File: src/rtl/wasm_pkg.sv
// Shared WASM stack-CPU definitions: opcodes, immediate kinds, error codes.
// Used by the fetch/decode front end and by the core.
package wasm_pkg;

    localparam logic [7:0] OP_UNREACHABLE = 8'h00;
    localparam logic [7:0] OP_BLOCK       = 8'h02;
    localparam logic [7:0] OP_LOOP        = 8'h03;
    localparam logic [7:0] OP_IF          = 8'h04;
    localparam logic [7:0] OP_END         = 8'h0B;
    localparam logic [7:0] OP_BR          = 8'h0C;
    localparam logic [7:0] OP_BR_IF       = 8'h0D;
    localparam logic [7:0] OP_CALL        = 8'h10;
    localparam logic [7:0] OP_DROP        = 8'h1A;
    localparam logic [7:0] OP_LOCAL_GET   = 8'h20;
    localparam logic [7:0] OP_GLOBAL_SET  = 8'h24;
    localparam logic [7:0] OP_I32_CONST   = 8'h41;
    localparam logic [7:0] OP_I64_CONST   = 8'h42;
    localparam logic [7:0] OP_NUM_FIRST   = 8'h45;
    localparam logic [7:0] OP_NUM_LAST    = 8'hC4;

    localparam logic [1:0] ERR_NONE = 2'd0;
    localparam logic [1:0] ERR_LEN  = 2'd1;
    localparam logic [1:0] ERR_OVF  = 2'd2;
    localparam logic [1:0] ERR_OPC  = 2'd3;

    typedef enum logic [2:0] {
        IMM_KIND_NONE,
        IMM_KIND_U32,
        IMM_KIND_S32,
        IMM_KIND_S64,
        IMM_KIND_BT,
        IMM_KIND_UNK
    } imm_kind_e;

    typedef enum logic [2:0] {
        S_IDLE,
        S_OP_REQ,
        S_OP_REL,
        S_IMM_REQ,
        S_IMM_REL,
        S_DONE,
        S_ERR
    } fd_state_e;

    function automatic imm_kind_e imm_kind(input logic [7:0] op);
        imm_kind_e k;
        unique case (1'b1)
            op == OP_UNREACHABLE,
            op == OP_END,
            op == OP_DROP,
            (op >= OP_NUM_FIRST && op <= OP_NUM_LAST):
                k = IMM_KIND_NONE;
            op == OP_BR,
            op == OP_BR_IF,
            op == OP_CALL,
            (op >= OP_LOCAL_GET && op <= OP_GLOBAL_SET):
                k = IMM_KIND_U32;
            op == OP_I32_CONST:
                k = IMM_KIND_S32;
            op == OP_I64_CONST:
                k = IMM_KIND_S64;
            (op >= OP_BLOCK && op <= OP_IF):
                k = IMM_KIND_BT;
            default:
                k = IMM_KIND_UNK;
        endcase
        return k;
    endfunction

endpackage

File: src/rtl/wasm_fetch_decode_leb128_accum.sv
// LEB128 accumulator: folds one byte per byte_valid into value, tracking
// length, termination and final-byte range checks.
module leb128_accum #(
    parameter int IMM_W  = 64,
    parameter bit STRICT = 1'b1
) (
    input  logic             clk,
    input  logic             rst,
    input  logic             clear,
    input  logic             byte_valid,
    input  logic [7:0]       byte_in,
    input  logic             is_signed,
    input  logic [3:0]       max_bytes,
    output logic [IMM_W-1:0] value,
    output logic [3:0]       count,
    output logic             last,
    output logic             err_len,
    output logic             err_ovf
);

    logic [IMM_W-1:0] value_q, value_d;
    logic [3:0]       count_q, count_d;
    logic             last_q, last_d;
    logic             err_len_q, err_len_d;
    logic             err_ovf_q, err_ovf_d;

    logic [IMM_W-1:0] fill;
    logic             fin, at_max, bad_top;
    int               shamt, nbits;

    always_comb begin
        value_d   = value_q;
        count_d   = count_q;
        last_d    = last_q;
        err_len_d = err_len_q;
        err_ovf_d = err_ovf_q;
        shamt     = 7 * int'(count_q);
        nbits     = shamt + 7;
        fin       = ~byte_in[7];
        at_max    = (count_q + 4'd1) == max_bytes;
        fill      = '0;
        // payload bits of the final byte that fall outside the target width
        if (max_bytes == 4'd10)
            bad_top = is_signed ? (byte_in[6:1] != {6{byte_in[0]}})
                                : (byte_in[6:1] != 6'd0);
        else
            bad_top = is_signed ? (byte_in[6:3] != {4{byte_in[3]}})
                                : (byte_in[6:4] != 3'd0);
        if (is_signed && fin && byte_in[6] && nbits < IMM_W)
            fill = {IMM_W{1'b1}} << nbits;
        if (clear) begin
            value_d   = '0;
            count_d   = '0;
            last_d    = 1'b0;
            err_len_d = 1'b0;
            err_ovf_d = 1'b0;
        end else if (byte_valid) begin
            value_d   = value_q | (IMM_W'(byte_in[6:0]) << shamt) | fill;
            count_d   = count_q + 4'd1;
            last_d    = fin;
            err_len_d = ~fin & at_max;
            err_ovf_d = STRICT & fin & at_max & bad_top;
        end
    end

    always_ff @(posedge clk) begin
        if (rst) begin
            value_q   <= '0;
            count_q   <= '0;
            last_q    <= 1'b0;
            err_len_q <= 1'b0;
            err_ovf_q <= 1'b0;
        end else begin
            value_q   <= value_d;
            count_q   <= count_d;
            last_q    <= last_d;
            err_len_q <= err_len_d;
            err_ovf_q <= err_ovf_d;
        end
    end

    assign value   = value_q;
    assign count   = count_q;
    assign last    = last_q;
    assign err_len = err_len_q;
    assign err_ovf = err_ovf_q;

endmodule

File: src/rtl/wasm_fetch_decode.sv
// WASM fetch/decode front end: fetches an opcode and its immediate
// byte by byte over a req/release memory handshake.
module wasm_fetch_decode
    import wasm_pkg::*;
#(
    parameter int ADDR_W = 32,
    parameter int IMM_W  = 64,
    parameter bit STRICT = 1'b1
) (
    input  logic              clk,
    input  logic              rst,
    input  logic              start,
    input  logic [ADDR_W-1:0] start_pc,
    output logic              busy,
    output logic              done,
    output logic [7:0]        opcode,
    output logic [IMM_W-1:0]  imm,
    output logic [3:0]        imm_bytes,
    output logic [ADDR_W-1:0] next_pc,
    output logic              error,
    output logic [1:0]        err_code,
    output logic [ADDR_W-1:0] mem_addr,
    output logic              mem_read_en,
    input  logic              mem_ready,
    input  logic [7:0]        mem_data
);

    fd_state_e         state_q, state_d;
    imm_kind_e         kind_q;
    logic [ADDR_W-1:0] pc_q, next_pc_q;
    logic [7:0]        opcode_q, bt_q;
    logic              bt_seen_q, armed_q;
    logic [1:0]        err_code_q;

    logic             capture, imm_err, acc_clear, acc_valid;
    logic [IMM_W-1:0] acc_value;
    logic [3:0]       acc_count;
    logic             acc_last, acc_err_len, acc_err_ovf;

    // a ready left high from a previous beat must drop before it counts
    assign capture   = mem_ready & armed_q;
    assign imm_err   = acc_err_len | acc_err_ovf;
    assign acc_clear = (state_q == S_IDLE) & start;
    assign acc_valid = (state_q == S_IMM_REQ) & capture
                     & (kind_q != IMM_KIND_BT);

    leb128_accum #(
        .IMM_W  (IMM_W),
        .STRICT (STRICT)
    ) u_leb (
        .clk        (clk),
        .rst        (rst),
        .clear      (acc_clear),
        .byte_valid (acc_valid),
        .byte_in    (mem_data),
        .is_signed  ((kind_q == IMM_KIND_S32) | (kind_q == IMM_KIND_S64)),
        .max_bytes  ((kind_q == IMM_KIND_S64) ? 4'd10 : 4'd5),
        .value      (acc_value),
        .count      (acc_count),
        .last       (acc_last),
        .err_len    (acc_err_len),
        .err_ovf    (acc_err_ovf)
    );

    always_ff @(posedge clk) begin
        if (rst) state_q <= S_IDLE;
        else     state_q <= state_d;
    end

    always_comb begin
        state_d = state_q;
        unique case (state_q)
            S_IDLE:    if (start) state_d = S_OP_REQ;
            S_OP_REQ:  if (capture) state_d = S_OP_REL;
            S_OP_REL:
                if (!mem_ready) begin
                    if (kind_q == IMM_KIND_UNK)       state_d = S_ERR;
                    else if (kind_q == IMM_KIND_NONE) state_d = S_DONE;
                    else                              state_d = S_IMM_REQ;
                end
            S_IMM_REQ: if (capture) state_d = S_IMM_REL;
            S_IMM_REL:
                if (!mem_ready) begin
                    if (imm_err)                   state_d = S_ERR;
                    else if (kind_q == IMM_KIND_BT) state_d = S_DONE;
                    else if (acc_last)             state_d = S_DONE;
                    else                           state_d = S_IMM_REQ;
                end
            S_DONE:    state_d = S_IDLE;
            S_ERR:     state_d = S_IDLE;
            default:   state_d = S_IDLE;
        endcase
    end

    always_comb begin
        busy        = 1'b0;
        done        = 1'b0;
        error       = 1'b0;
        mem_read_en = 1'b0;
        unique case (state_q)
            S_OP_REQ, S_IMM_REQ: begin
                busy        = 1'b1;
                mem_read_en = 1'b1;
            end
            S_OP_REL, S_IMM_REL: busy = 1'b1;
            S_DONE:              done = 1'b1;
            S_ERR:               error = 1'b1;
            default: ;
        endcase
    end

    always_ff @(posedge clk) begin
        if (rst) begin
            pc_q       <= '0;
            next_pc_q  <= '0;
            opcode_q   <= '0;
            kind_q     <= IMM_KIND_NONE;
            bt_q       <= '0;
            bt_seen_q  <= 1'b0;
            armed_q    <= 1'b0;
            err_code_q <= ERR_NONE;
        end else begin
            if (acc_clear) begin
                pc_q       <= start_pc;
                opcode_q   <= '0;
                kind_q     <= IMM_KIND_NONE;
                bt_q       <= '0;
                bt_seen_q  <= 1'b0;
                err_code_q <= ERR_NONE;
                armed_q    <= ~mem_ready;
            end
            if (mem_read_en && !mem_ready) armed_q <= 1'b1;
            if (mem_read_en && capture)    armed_q <= 1'b0;
            if (state_q == S_OP_REQ && capture) begin
                opcode_q <= mem_data;
                kind_q   <= imm_kind(mem_data);
            end
            if (state_q == S_IMM_REQ && capture && kind_q == IMM_KIND_BT) begin
                bt_q      <= mem_data;
                bt_seen_q <= 1'b1;
            end
            if (state_d == S_IMM_REQ && state_q != S_IMM_REQ) begin
                pc_q    <= pc_q + ADDR_W'(1);
                armed_q <= 1'b1;
            end
            if (state_d == S_DONE)
                next_pc_q <= pc_q + ADDR_W'(1);
            if (state_d == S_ERR) begin
                next_pc_q <= pc_q;
                if (kind_q == IMM_KIND_UNK) err_code_q <= ERR_OPC;
                else if (acc_err_len)       err_code_q <= ERR_LEN;
                else                        err_code_q <= ERR_OVF;
            end
        end
    end

    assign mem_addr  = pc_q;
    assign opcode    = opcode_q;
    assign next_pc   = next_pc_q;
    assign err_code  = err_code_q;
    assign imm       = (kind_q == IMM_KIND_BT) ? IMM_W'(bt_q) : acc_value;
    assign imm_bytes = (kind_q == IMM_KIND_BT) ? {3'b000, bt_seen_q}
                                               : acc_count;

endmodule

File: config.mk
export PLATFORM = sky130hd
export DESIGN_NAME = wasm_fetch_decode
export DESIGN_NICKNAME = d
export VERILOG_FILES = /design/src/rtl/wasm_pkg.sv /design/src/rtl/wasm_fetch_decode_leb128_accum.sv /design/src/rtl/wasm_fetch_decode.sv
export SDC_FILE = /design/constraint.sdc
export NUM_CORES = 1
export LEC_CHECK = 0
export CORE_MARGIN = 2
export CORE_UTILIZATION = 64
export DETAILED_ROUTE_END_ITERATION = 8
export DONT_BUFFER_PORTS = 1
export PLACE_DENSITY = 0.8
export SYNTH_ARGS = -nofsm -noshare
export SYNTH_HDL_FRONTEND = slang
export SYNTH_SLANG_ARGS = --single-unit
File: constraint.sdc
create_clock -name clk -period 4.1 [get_ports clk]
set_clock_uncertainty 0.15 [all_clocks]
set_input_delay 0.82 -clock clk [delete_from_list [all_inputs] [get_ports clk]]
set_output_delay 0.82 -clock clk [all_outputs]
set_load 0.01 [all_outputs]
==> reports/metrics.cfg <==
[synthesis]
synthArstFlopShare_pct=0
yosysTopAreaCell=dfxtp_1
synthFlopType=dfxtp_1
synthCells=1165
syn_area_sq_mm=0.00892
avgSynthCellArea_sq_um=7.65
synth_area_leaders=dfxtp_1 (36%), a21oi_1 (7.6%), o21ai_0 (5.8%), nor2_1 (5.3%), nor2b_1 (5.0%)
seq_area_frac_synth_pct=36.1
ys_ff_latch=161
synth_edf_count=0
synth_fp_nets=1228
yosys_warnings=0
synth_top_area_share_pct=36.1
ys_types=69

[setup_path]
worst-path-max-fanout=11
worstSetupPathType=reg2reg
ff2ff_setup_slack_ps=260
endpoint_kind=flip-flop
r2r_cells=9
r2r-end=u_leb.value[55]
worstPathRequired_ps=4300
r2r-start=u_leb.count[2]
crit_arrival_ps=4040
start_kind=flip-flop

[place]
port_buffers=0
place.gp.congestion=0.959
post-dp-hpwl_um=18200

[global_route]
grt_max_degree=86
grt_usage_pct=35.8
antenna_found_initial=0
grt_pass1_wl_um=42000
grt_overflow=0
grt_pass1_vias=7936

[finish]
seqCellArea_sq_mm=0.00322
drive_gt1_share_pct=7.17
fill_cells=1138
fin_nets=1180
final_common_cell=dfxtp_1
multi_input_area_sq_mm=0.00529
n_antenna_cell=0
layout_common_cells=dfxtp_1 (161), a21oi_1 (136), nor2_1 (122)
synthToLayoutAreaGrowth_pct=8.04

[clocking]
post_cts_resized=0
cts_hold_buf=0
clock-sinks=161
cts_buffers=17
insertion_delay_ps=440
clkTransAtPathRegs_ps=60
postCtsSetupBuffers=0
htreeDepth=4
tritoncts=built
cts_buffer_depth=2
root_buffer=clkbuf_16

[drt]
routed_wl_um=27500
wl_per_cell_um=21.0
vias=8865
drtPass1Iterations=5
first_iter_violations=1245
viasPerCell=6.77
remaining_drc_errors=0
postRouteAntennaNets=0

[timing]
setup_tns_ps=0
fmax_mhz=261
finalSetupViolCount=0
finalHoldViolCount=0
rsz0062_at_grt=false
tightest_slew_ps=1110
drv_slew=0
min_period_ps=3840
period_share_pct=93.6
relSlewSlack_pct=25.4

[power_and_ir_drop]
vdd_ir_drop_max_mv=0.284
total_power_w=0.00364
powerDensity_mw_per_mm2=378
p_leak_nw=3.46

[floorplan]
dieHeight_um=122
io_pins=190
core.rowCount=43
die_x_um=122
core_area_sq_mm=0.0137
die_area_sq_mm=0.0149
start_util_pct=65.0

[worst_hold_path]
min_to=opcode[1]
hold_depth=1
hp-class=in2reg
min_from=rst

[job]
drv_cap=0

[outcome]
status=complete, no violations

==> per-stage QoR <==
step | setup WS (ps) | utilization (%) | hold slack (ps) | cells | cell area [sq um]
finish | 263 | 70.2 | 298 | 1310 | 9630
global route | 30.9 | 70.2 | 291 | 1310 | 9630
CTS | 216 | 70.2 | 297 | 1310 | 9630
detailed placement | 213 | 65.4 | 290 | 1278 | 8970
global placement | 325 | 65.4 | 284 | 1278 | 8970
floorplan | 647 | - | 267 | 1165 | 8920
==> cells in the mapped netlist, drive strengths merged, types with 4 or more instances <==
master and n:
nand2b 4, xnor2 20, nand4 9, nand3 33, nor2 125, o22ai 13
mux2 9, o21ai 107, a22o 8, ha 15, dfxtp 161, buf 15
nor3 23, xor2 6, a221oi 9, a22oi 49, nand2 102, a211oi 5
a311oi 11, and3 16, and2 6, a31oi 28, a32oi 5, or3 7
a21oi 136, nor2b 71, nor4b 6, a21o 8, inv 15, o211ai 9
clkbuf 76, fa 4
==> sequential cells by signal (all words and copies together), names as in the netlist <==
name           cells
armed_q            1
bt_q               8
bt_seen_q          1
err_code           2
kind_q             3
mem_addr          32
next_pc           32
opcode             8
state_q            3
u_leb.count        4
u_leb.err_len      1
u_leb.err_ovf      1
u_leb.last         1
u_leb.value       64
==> logic make-up (layout without fill, tap and decap cells) <==
logic type / Yosys count / in the layout / share of synthesized area [%]
buffers and inverters: 107 / 72 / 4.93
AOI/OAI and AO/OA: 417 / 417 / 28.7
xor gates and xnor gates: 26 / 26 / 2.55
DFF: 161 / 161 / 36.1
and+or+nand+nor: 425 / 425 / 23.5
muxes: 10 / 10 / 1.25
adders and majority gates: 19 / 19 / 3.00
==> worst max-delay path by stage <==
| stage | from | end | slack, ps | cells after the start |
|---|---|---|---|---|
| after global placement | u_leb.count[2] | u_leb.value[35] | 320 | 9 |
| after global routing | u_leb.count[2] | u_leb.value[4] | 30 | 10 |
| final | u_leb.count[2] | u_leb.value[55] | 260 | 9 |
| after CTS | u_leb.count[2] | u_leb.value[34] | 220 | 9 |
| after detailed placement | u_leb.count[2] | u_leb.value[34] | 210 | 9 |
| after floorplan | u_leb.count[1] | u_leb.value[35] | 650 | 9 |
==> critical path, stage by stage, from the launching register on <==
cell and delay (ps):
dfxtp_1 580, fa_1 500, ha_1 220, fa_1 430, xnor2_1 370, nand3_1 140
or4_1 530, nand2_1 110, nand3_1 390, o22ai_1 340
==> layer usage <==
metal | up-vias | wire length [um] | global-route usage [%]
met5 | - | 0 | 0
met2 | 527 | 12900 | 59.6
met3 | 100 | 2710 | 8.85
met1 | 4125 | 10700 | 43.3
li1 | 4113 | - | -
met4 | 0 | 1210 | 17.2
==> area by class of cell <==
class | instances | share of cell area [%]
Multi-Input combinational cell | 897 | 54.9
Sequential cell | 161 | 33.5
Clock buffer | 20 | 4.64
Tap cell | 180 | 2.34
Clock inverter | 12 | 2.14
Timing Repair Buffer | 24 | 1.87
Inverter | 16 | 0.623
==> report_power, final <==
group	internal, W	total, W	switching [W]	leakage, nW
clock network	0.00110	0.00179	0.000685	0.308
logic	0.0000685	0.000192	0.000123	1.85
registers	0.00159	0.00166	0.0000690	1.30
total	0.00276	0.00364	0.000877	3.46
Power figures use the tool's default switching activity.
